`src/rtl/seven_segment_decoder.sv`:
```
// Seven-segment pattern debouncer and decoder with a valid/ready output handshake.
// A pattern is accepted once it has been sampled STABLE_CYCLES consecutive times.
// The same pattern is not accepted twice in a row.
// Legal hex patterns produce a digit. 7'h00 sets blank. Any other pattern raises illegal.
module seven_segment_decoder #(
    parameter int unsigned STABLE_CYCLES = 4
) (
    input  logic       clock,
    input  logic       reset,
    input  logic [6:0] segments,
    input  logic       out_ready,
    output logic [3:0] digit,
    output logic       out_valid,
    output logic       overrun,
    output logic       illegal,
    output logic [6:0] illegal_code,
    output logic       blank
);

    localparam int unsigned SEG_W = 7;
    localparam int unsigned DIG_W = 4;
    localparam int unsigned CNT_W = 4;

    logic [SEG_W-1:0] r_prev_seg;
    logic [CNT_W-1:0] r_count;
    logic [SEG_W-1:0] r_last_acc;
    logic             r_has_acc;

    logic [DIG_W-1:0] w_dec;
    logic             w_dec_ok;
    logic             w_match;
    logic             w_accept;
    logic             w_acc_legal;
    logic             w_acc_blank;
    logic             w_acc_illegal;
    logic             w_consume;

    logic [SEG_W-1:0] w_prev_seg_nxt;
    logic [CNT_W-1:0] w_count_nxt;
    logic [SEG_W-1:0] w_last_acc_nxt;
    logic             w_has_acc_nxt;
    logic [DIG_W-1:0] w_digit_nxt;
    logic             w_valid_nxt;
    logic             w_overrun_nxt;
    logic             w_illegal_nxt;
    logic [SEG_W-1:0] w_illegal_code_nxt;
    logic             w_blank_nxt;

    // Map a segment pattern to its hex value; w_dec_ok flags a recognised pattern.
    always_comb begin
        w_dec    = '0;
        w_dec_ok = 1'b1;
        case (segments)
            7'h7E:   w_dec = 4'h0;
            7'h30:   w_dec = 4'h1;
            7'h6D:   w_dec = 4'h2;
            7'h79:   w_dec = 4'h3;
            7'h33:   w_dec = 4'h4;
            7'h5B:   w_dec = 4'h5;
            7'h5F:   w_dec = 4'h6;
            7'h70:   w_dec = 4'h7;
            7'h7F:   w_dec = 4'h8;
            7'h7B:   w_dec = 4'h9;
            7'h77:   w_dec = 4'hA;
            7'h1F:   w_dec = 4'hB;
            7'h4E:   w_dec = 4'hC;
            7'h3D:   w_dec = 4'hD;
            7'h4F:   w_dec = 4'hE;
            7'h47:   w_dec = 4'hF;
            default: w_dec_ok = 1'b0;
        endcase
    end

    // Stability tracking, acceptance and the output handshake as next-state logic.
    always_comb begin
        w_prev_seg_nxt     = r_prev_seg;
        w_count_nxt        = r_count;
        w_last_acc_nxt     = r_last_acc;
        w_has_acc_nxt      = r_has_acc;
        w_digit_nxt        = digit;
        w_valid_nxt        = out_valid;
        w_overrun_nxt      = 1'b0;
        w_illegal_nxt      = 1'b0;
        w_illegal_code_nxt = illegal_code;
        w_blank_nxt        = blank;

        w_match       = (segments == r_prev_seg);
        w_accept      = w_match && (r_count == CNT_W'(STABLE_CYCLES - 1))
                        && (!r_has_acc || (segments != r_last_acc));
        w_acc_legal   = w_accept && w_dec_ok;
        w_acc_blank   = w_accept && (segments == '0);
        w_acc_illegal = w_accept && !w_dec_ok && (segments != '0);
        w_consume     = out_valid && out_ready;

        if (!w_match) begin
            w_prev_seg_nxt = segments;
            w_count_nxt    = CNT_W'(1);
        end else if (r_count < CNT_W'(STABLE_CYCLES)) begin
            w_count_nxt = r_count + CNT_W'(1);
        end

        if (w_accept) begin
            w_last_acc_nxt = segments;
            w_has_acc_nxt  = 1'b1;
        end

        if (w_consume) begin
            w_valid_nxt = 1'b0;
        end

        if (w_acc_legal) begin
            w_digit_nxt   = w_dec;
            w_valid_nxt   = 1'b1;
            w_blank_nxt   = 1'b0;
            w_overrun_nxt = out_valid && !out_ready;
        end

        if (w_acc_blank) begin
            w_blank_nxt = 1'b1;
        end

        if (w_acc_illegal) begin
            w_illegal_nxt      = 1'b1;
            w_illegal_code_nxt = segments;
        end
    end

    // State and output registers with synchronous active-high reset.
    always_ff @(posedge clock) begin
        if (reset) begin
            r_prev_seg   <= '0;
            r_count      <= '0;
            r_last_acc   <= '0;
            r_has_acc    <= 1'b0;
            digit        <= '0;
            out_valid    <= 1'b0;
            overrun      <= 1'b0;
            illegal      <= 1'b0;
            illegal_code <= '0;
            blank        <= 1'b0;
        end else begin
            r_prev_seg   <= w_prev_seg_nxt;
            r_count      <= w_count_nxt;
            r_last_acc   <= w_last_acc_nxt;
            r_has_acc    <= w_has_acc_nxt;
            digit        <= w_digit_nxt;
            out_valid    <= w_valid_nxt;
            overrun      <= w_overrun_nxt;
            illegal      <= w_illegal_nxt;
            illegal_code <= w_illegal_code_nxt;
            blank        <= w_blank_nxt;
        end
    end

endmodule

```
`config.mk`:
```
export PLATFORM = sky130hd
export DESIGN_NAME = seven_segment_decoder
export DESIGN_NICKNAME = d
export VERILOG_FILES = /design/src/rtl/seven_segment_decoder.sv
export SDC_FILE = /design/constraint.sdc
export NUM_CORES = 1
export LEC_CHECK = 0
export ABC_AREA = 1
export CORE_MARGIN = 2
export CORE_UTILIZATION = 40
export CTS_BUF_LIST = sky130_fd_sc_hd__clkbuf_8
export CTS_CLUSTER_DIAMETER = 40
export DETAILED_ROUTE_END_ITERATION = 8
export MAX_ROUTING_LAYER = met4
export PLACE_DENSITY = 0.69
export SETUP_SLACK_MARGIN = 0.1
export SYNTH_ARGS = -nofsm -noshare
export SYNTH_HDL_FRONTEND = slang
export SYNTH_SLANG_ARGS = --single-unit
```
`constraint.sdc`:
```
create_clock -name clock -period 2.5 [get_ports clock]
set_clock_uncertainty 0.1 [all_clocks]
set_input_delay 0.25 -clock clock [delete_from_list [all_inputs] [get_ports clock]]
set_output_delay 0.25 -clock clock [all_outputs]
set_load 0.03 [all_outputs]
```
; ---- After elaboration in Yosys (flattened, before gate mapping)
; Cells that the tools add are included.
[word_totals]
reg_bits = 34
latchBits = 0
n_memories = 0
inputBits = 10
ram_bits = 0
mem_bits_ro = 0
output_inout_bits = 15
[classes]
n_div = 0
n_addsub = 1
shifts = 0
n_mux = 9
n_lt_le_gt_ge = 1
eq_ne = 20
n_bitwise = 2
n_reduce_logical = 19
n_mul = 0
[op_table]
columns = operator, n
row1 = "== test 7 bit, second input constant", 12
row2 = case mux 4 bit (15 select lines), 1
row3 = "== test 7 x 6 -> 1 bit, second input constant", 3
row4 = OR reduction 16 bit, 1
row5 = logical AND 1 bit, 8
row6 = 2-to-1 mux 1 bit, 8
row7 = "== test 7 x 5 -> 1 bit, second input constant", 1
row8 = == test 7 bit, 1
row9 = logical NOT 7 bit, 1
row10 = != test 7 bit, 1
row11 = nonzero test 7 bit, 1
row12 = "adder 4 x 1 -> 4 bit, second input constant", 1
row13 = "== test 4 x 2 -> 1 bit, second input constant", 1
row14 = "less-than comparator 4 x 3 -> 1 bit, second input constant", 1
row15 = nonzero test 2 bit, 2
row16 = OR reduction 2 bit, 2
row17 = logical NOT 1 bit, 3
row18 = "!= test 2 x 1 -> 1 bit, second input constant", 1
row19 = NOT 1 bit, 2
row20 = logical OR 1 bit, 1

; ---- Depth between registers and ports, before layout
[logic_depth]
depth_word = 7
ltp_mapped = 14
ltp_nobuf = 12

; ---- Least setup slack after synthesis
; Ideal clock, no wire load.
[synth_timing]
path_type = input port to flip-flop
from = in segments[4]
to = reg digit[2]
setup_slack_ns = 0.883
required_ns = 2.287
stages = 14
t_arrival_ns = 1.403
setup_ns = 0.113
n_path_buf = 2
cell_sequence = buf_4 > inv_2 > nand2_1 > nand2_1 > nand2_1 > nor2_1 > nand3_1 > nor2_2 > buf_6 > inv_2 > nor2_4 > nand2_1 > nand2_1 > nor2_1
[synth_between]
elab_chain_cells = 4
word_cells_on_any_way = 25
cone_classes = eq/ne (18) / mux (2) / reduce/logical (5)
[synth_lines]
columns = item, line_no
row1 = "start, declared", 10  ; input logic [6:0] segments,
row2 = "== test 7 bit, or another cell as far along", 53  ; case (segments)
row3 = "OR reduction 16 bit (no line), or another cell as far along", n/a
row4 = 2-to-1 mux 1 bit / logical AND 1 bit (equally long branches), "53, 89"
row5 = logical AND 1 bit, 90  ; w_acc_legal = w_accept && w_dec_ok;
row6 = "end signal, assigned", 146  ; digit <= w_digit_nxt;
row7 = "end, declared", 12  ; output logic [3:0] digit,
; Parallel ways exist; a longest one is shown, timed or not.
; A chain may end at the register's enable or synchronous reset.

; ---- Worst setup path after layout
[layout_timing]
from = in segments[6]
to = reg r_last_acc[2]
[layout_between]
elab_chain_cells = 3
word_cells_on_any_way = 5
cone_classes = eq/ne (2) / reduce/logical (3)
[layout_lines]
columns = item, line_no
row1 = == test 7 bit / != test 7 bit (equally long branches), "87, 89"
row2 = logical AND 1 bit / logical OR 1 bit (equally long branches), "88, 89"
row3 = logical AND 1 bit (*), 89  ; && (!r_has_acc || (segments != r_last_acc));
row4 = "end signal, assigned", 144  ; r_last_acc <= w_last_acc_nxt;
row5 = "end, declared", 26  ; logic [SEG_W-1:0] r_last_acc;
; Mark *: on every way between the ends. The rest lies on a longest branch, timed or not.

==> impl_metrics.tcl <==
set metrics [dict create \
    synthFlopType "dfxtp_1" \
    overflow 0 \
    antenna_left 0 \
    peakVddDrop_uv 233 \
    hold_class "reg -> reg" \
    max_freq_mhz 476 \
    final_cells 345 \
    drive_gt1_frac 0.119 \
    relSlewSlack 0.629 \
    synth_area_leaders "dfxtp_1 (39%), nand2_1 (18%), nor2_1 (9.7%)" \
    critical_path.cell_chain "clkdlybuf4s50_1 > inv_1 > nand2_1 > nand2_1 > nor2_1 > nand3_1 > nor2_2 > buf_4 > o21ai_0 > a21oi_1" \
    cts_tree "yes" \
    grtUsageTotal 0.181 \
    insertion_delay_ps 290 \
    numCtsBuffers 5 \
    clk_pin_slew_ps 80 \
    power_density_nw_per_um2 590 \
    ys_ff_latch 34 \
    synth_top_area_frac 0.389 \
    hold_viol_final 0 \
    synth-seq-area-share 0.389 \
    cp-end-kind "flop" \
    rows 24 \
    crit_buf_inv 3 \
    die-area_sq_um 4910 \
    avgViaCountPerCell 4.76 \
    antennaDiodeCount 0 \
    ioPinCount 25 \
    outcome "complete, no violations" \
    filler_cell_count 428 \
    finalSetupTns_ps 0 \
    portBuffers 24 \
    avgSynthCellArea_sq_um 6.57 \
    hold_slack_ps 342 \
    criticalPathCategory "in -> reg" \
    required_ps 2620 \
    synthCells 266 \
    htreeDepth 2 \
    synth_warnings 0 \
    die_h_um 70.1 \
    crit_fanout 12 \
    yosysTopAreaCell "dfxtp_1" \
    initialDrtViolationCount 85 \
    total_power_mw 1.27 \
    synth.distinct_cells 25 \
    tightest_slew_ps 555 \
    start_util 0.407 \
    place_congestion 0.891 \
    async_reset_ff_frac 0 \
    maxSlewViolCount 0 \
    core_sq_um 4290 \
    layout.nets 303 \
    drv_cap 0 \
    crit_family "buffers and inverters" \
    slowest_delay_ps 680 \
    grt_pass1_vias 1618 \
    hpwlAfterDp_um 2830 \
    hold_buffers 0 \
    min_period_over_period 0.840 \
    synth-edff-count 0 \
    static-leakage-power_nw 0.955 \
    dr.pass1.iters 4 \
    grt_max_degree 18 \
    slowest_stage "clkdlybuf4s50_1" \
    grt_antenna_before_repair 0 \
    postCtsSetupBuffers 0 \
    synth_area_sq_um 1750 \
    cts_resized 0 \
    clockBufferDepth 2 \
    syn2layout_area_growth_pct 23.3 \
    drc 0 \
    die_w_um 70.1 \
    cp-start-kind "input pin" \
    vias 1643 \
    r2r_setup_slack_ps 800 \
    synthesis.nets 277 \
    finalSetupViolCount 0 \
    period_minus_slack_ps 2100 \
    clock-sinks 34 \
    grt_first_pass_wirelength_um 6870 \
    crit_top_cell "nand2_1" \
    dp.cells 337 \
    rsz0062_at_grt "no" \
    worstPathArrival_ps 2220 \
    ctsRootBufferMaster "clkbuf_8" \
    routed_wl_um 3790 \
    avgRoutedWirePerCell_um 11.0 \
]
tightest hold or removal path, delay by kind of cell, from the launching register on:
kind	cells	cell delay, ps
buffers and inverters	1	50
DFF	1	320
and+or+nand+nor	1	40
state kept, by name, indices dropped and copies added, names as in the netlist:
register and count:
illegal_code 7, r_last_acc 7, r_prev_seg 7, digit 4
r_count 4, blank 1, illegal 1, out_valid 1
overrun 1, r_has_acc 1
cells in the final DEF, fill, tap and decap left out, types with 4 or more instances in the layout:
cell / count
a21oi_1: 13
buf_4: 4
clkbuf_8: 5
clkdlybuf4s50_1: 24
dfxtp_1: 34
inv_1: 19
inv_2: 8
nand2_1: 86
nand2_2: 7
nand3_1: 12
nor2_1: 45
nor2_2: 4
nor3_1: 4
o21ai_0: 10
xnor2_1: 4
through the flow:
stage | worst slack [ps] | instance area [sq um] | util
floorplan | 883 | 1750 | -
global placement | 148 | 2020 | 0.470
detailed placement | 123 | 2020 | 0.470
CTS | 409 | 2160 | 0.502
global route | 154 | 2160 | 0.502
finish | 401 | 2160 | 0.502
layout make-up:
type	count	area, sq um	share of cell area
multi-input combinational	196	901	0.418
tap	52	65.1	0.0302
timing repair buffer	28	270	0.125
clock buffer	5	68.8	0.0319
inverter	27	101	0.0470
sequential	34	681	0.316
clock inverter	3	68.8	0.0319
where the power goes:
group	leakage, nW	internal [mW]	total [mW]	switching [mW]
Sequential	0.276	0.548	0.551	0.00323
Combinational	0.610	0.0386	0.105	0.0668
Clock	0.0683	0.399	0.614	0.215
worst paths after layout:
| kind | from | end | cells after the start |
|---|---|---|---|
| worst min register to register | r_count[3] | r_count[3] | 2 |
| worst min-delay path | r_count[3] | r_count[3] | 2 |
| worst max register to register | r_prev_seg[5] | r_last_acc[2] | 10 |
| worst max-delay path | segments[6] | r_last_acc[2] | 10 |
cell usage after synthesis (4+ instances only):
cell type,n
a21oi_1,13
buf_4,4
dfxtp_1,34
inv_1,19
inv_2,8
nand2_1,86
nand2_2,7
nand3_1,12
nor2_1,45
nor2_2,4
nor3_1,4
o21ai_0,10
xnor2_1,4
routing by layer:
layer  share of wire  vias up  track usage  wire length, um
li1                -      872            -                -
met1            0.48      716        0.218             1820
met2            0.45       43        0.278             1690
met3           0.038       12       0.0404              146
met4           0.034        0        0.107              129
met5               0        -            -                0
cell families after synthesis:
| logic type | share of synthesized area |
|---|---|
| flops | 0.389 |
| buf+inv | 0.0952 |
| simple gates | 0.419 |
| compound gates | 0.0687 |
| xor+xnor | 0.0200 |
| fa+ha+maj | 0.00716 |
No activity file was read; power rests on OpenSTA's default activity.
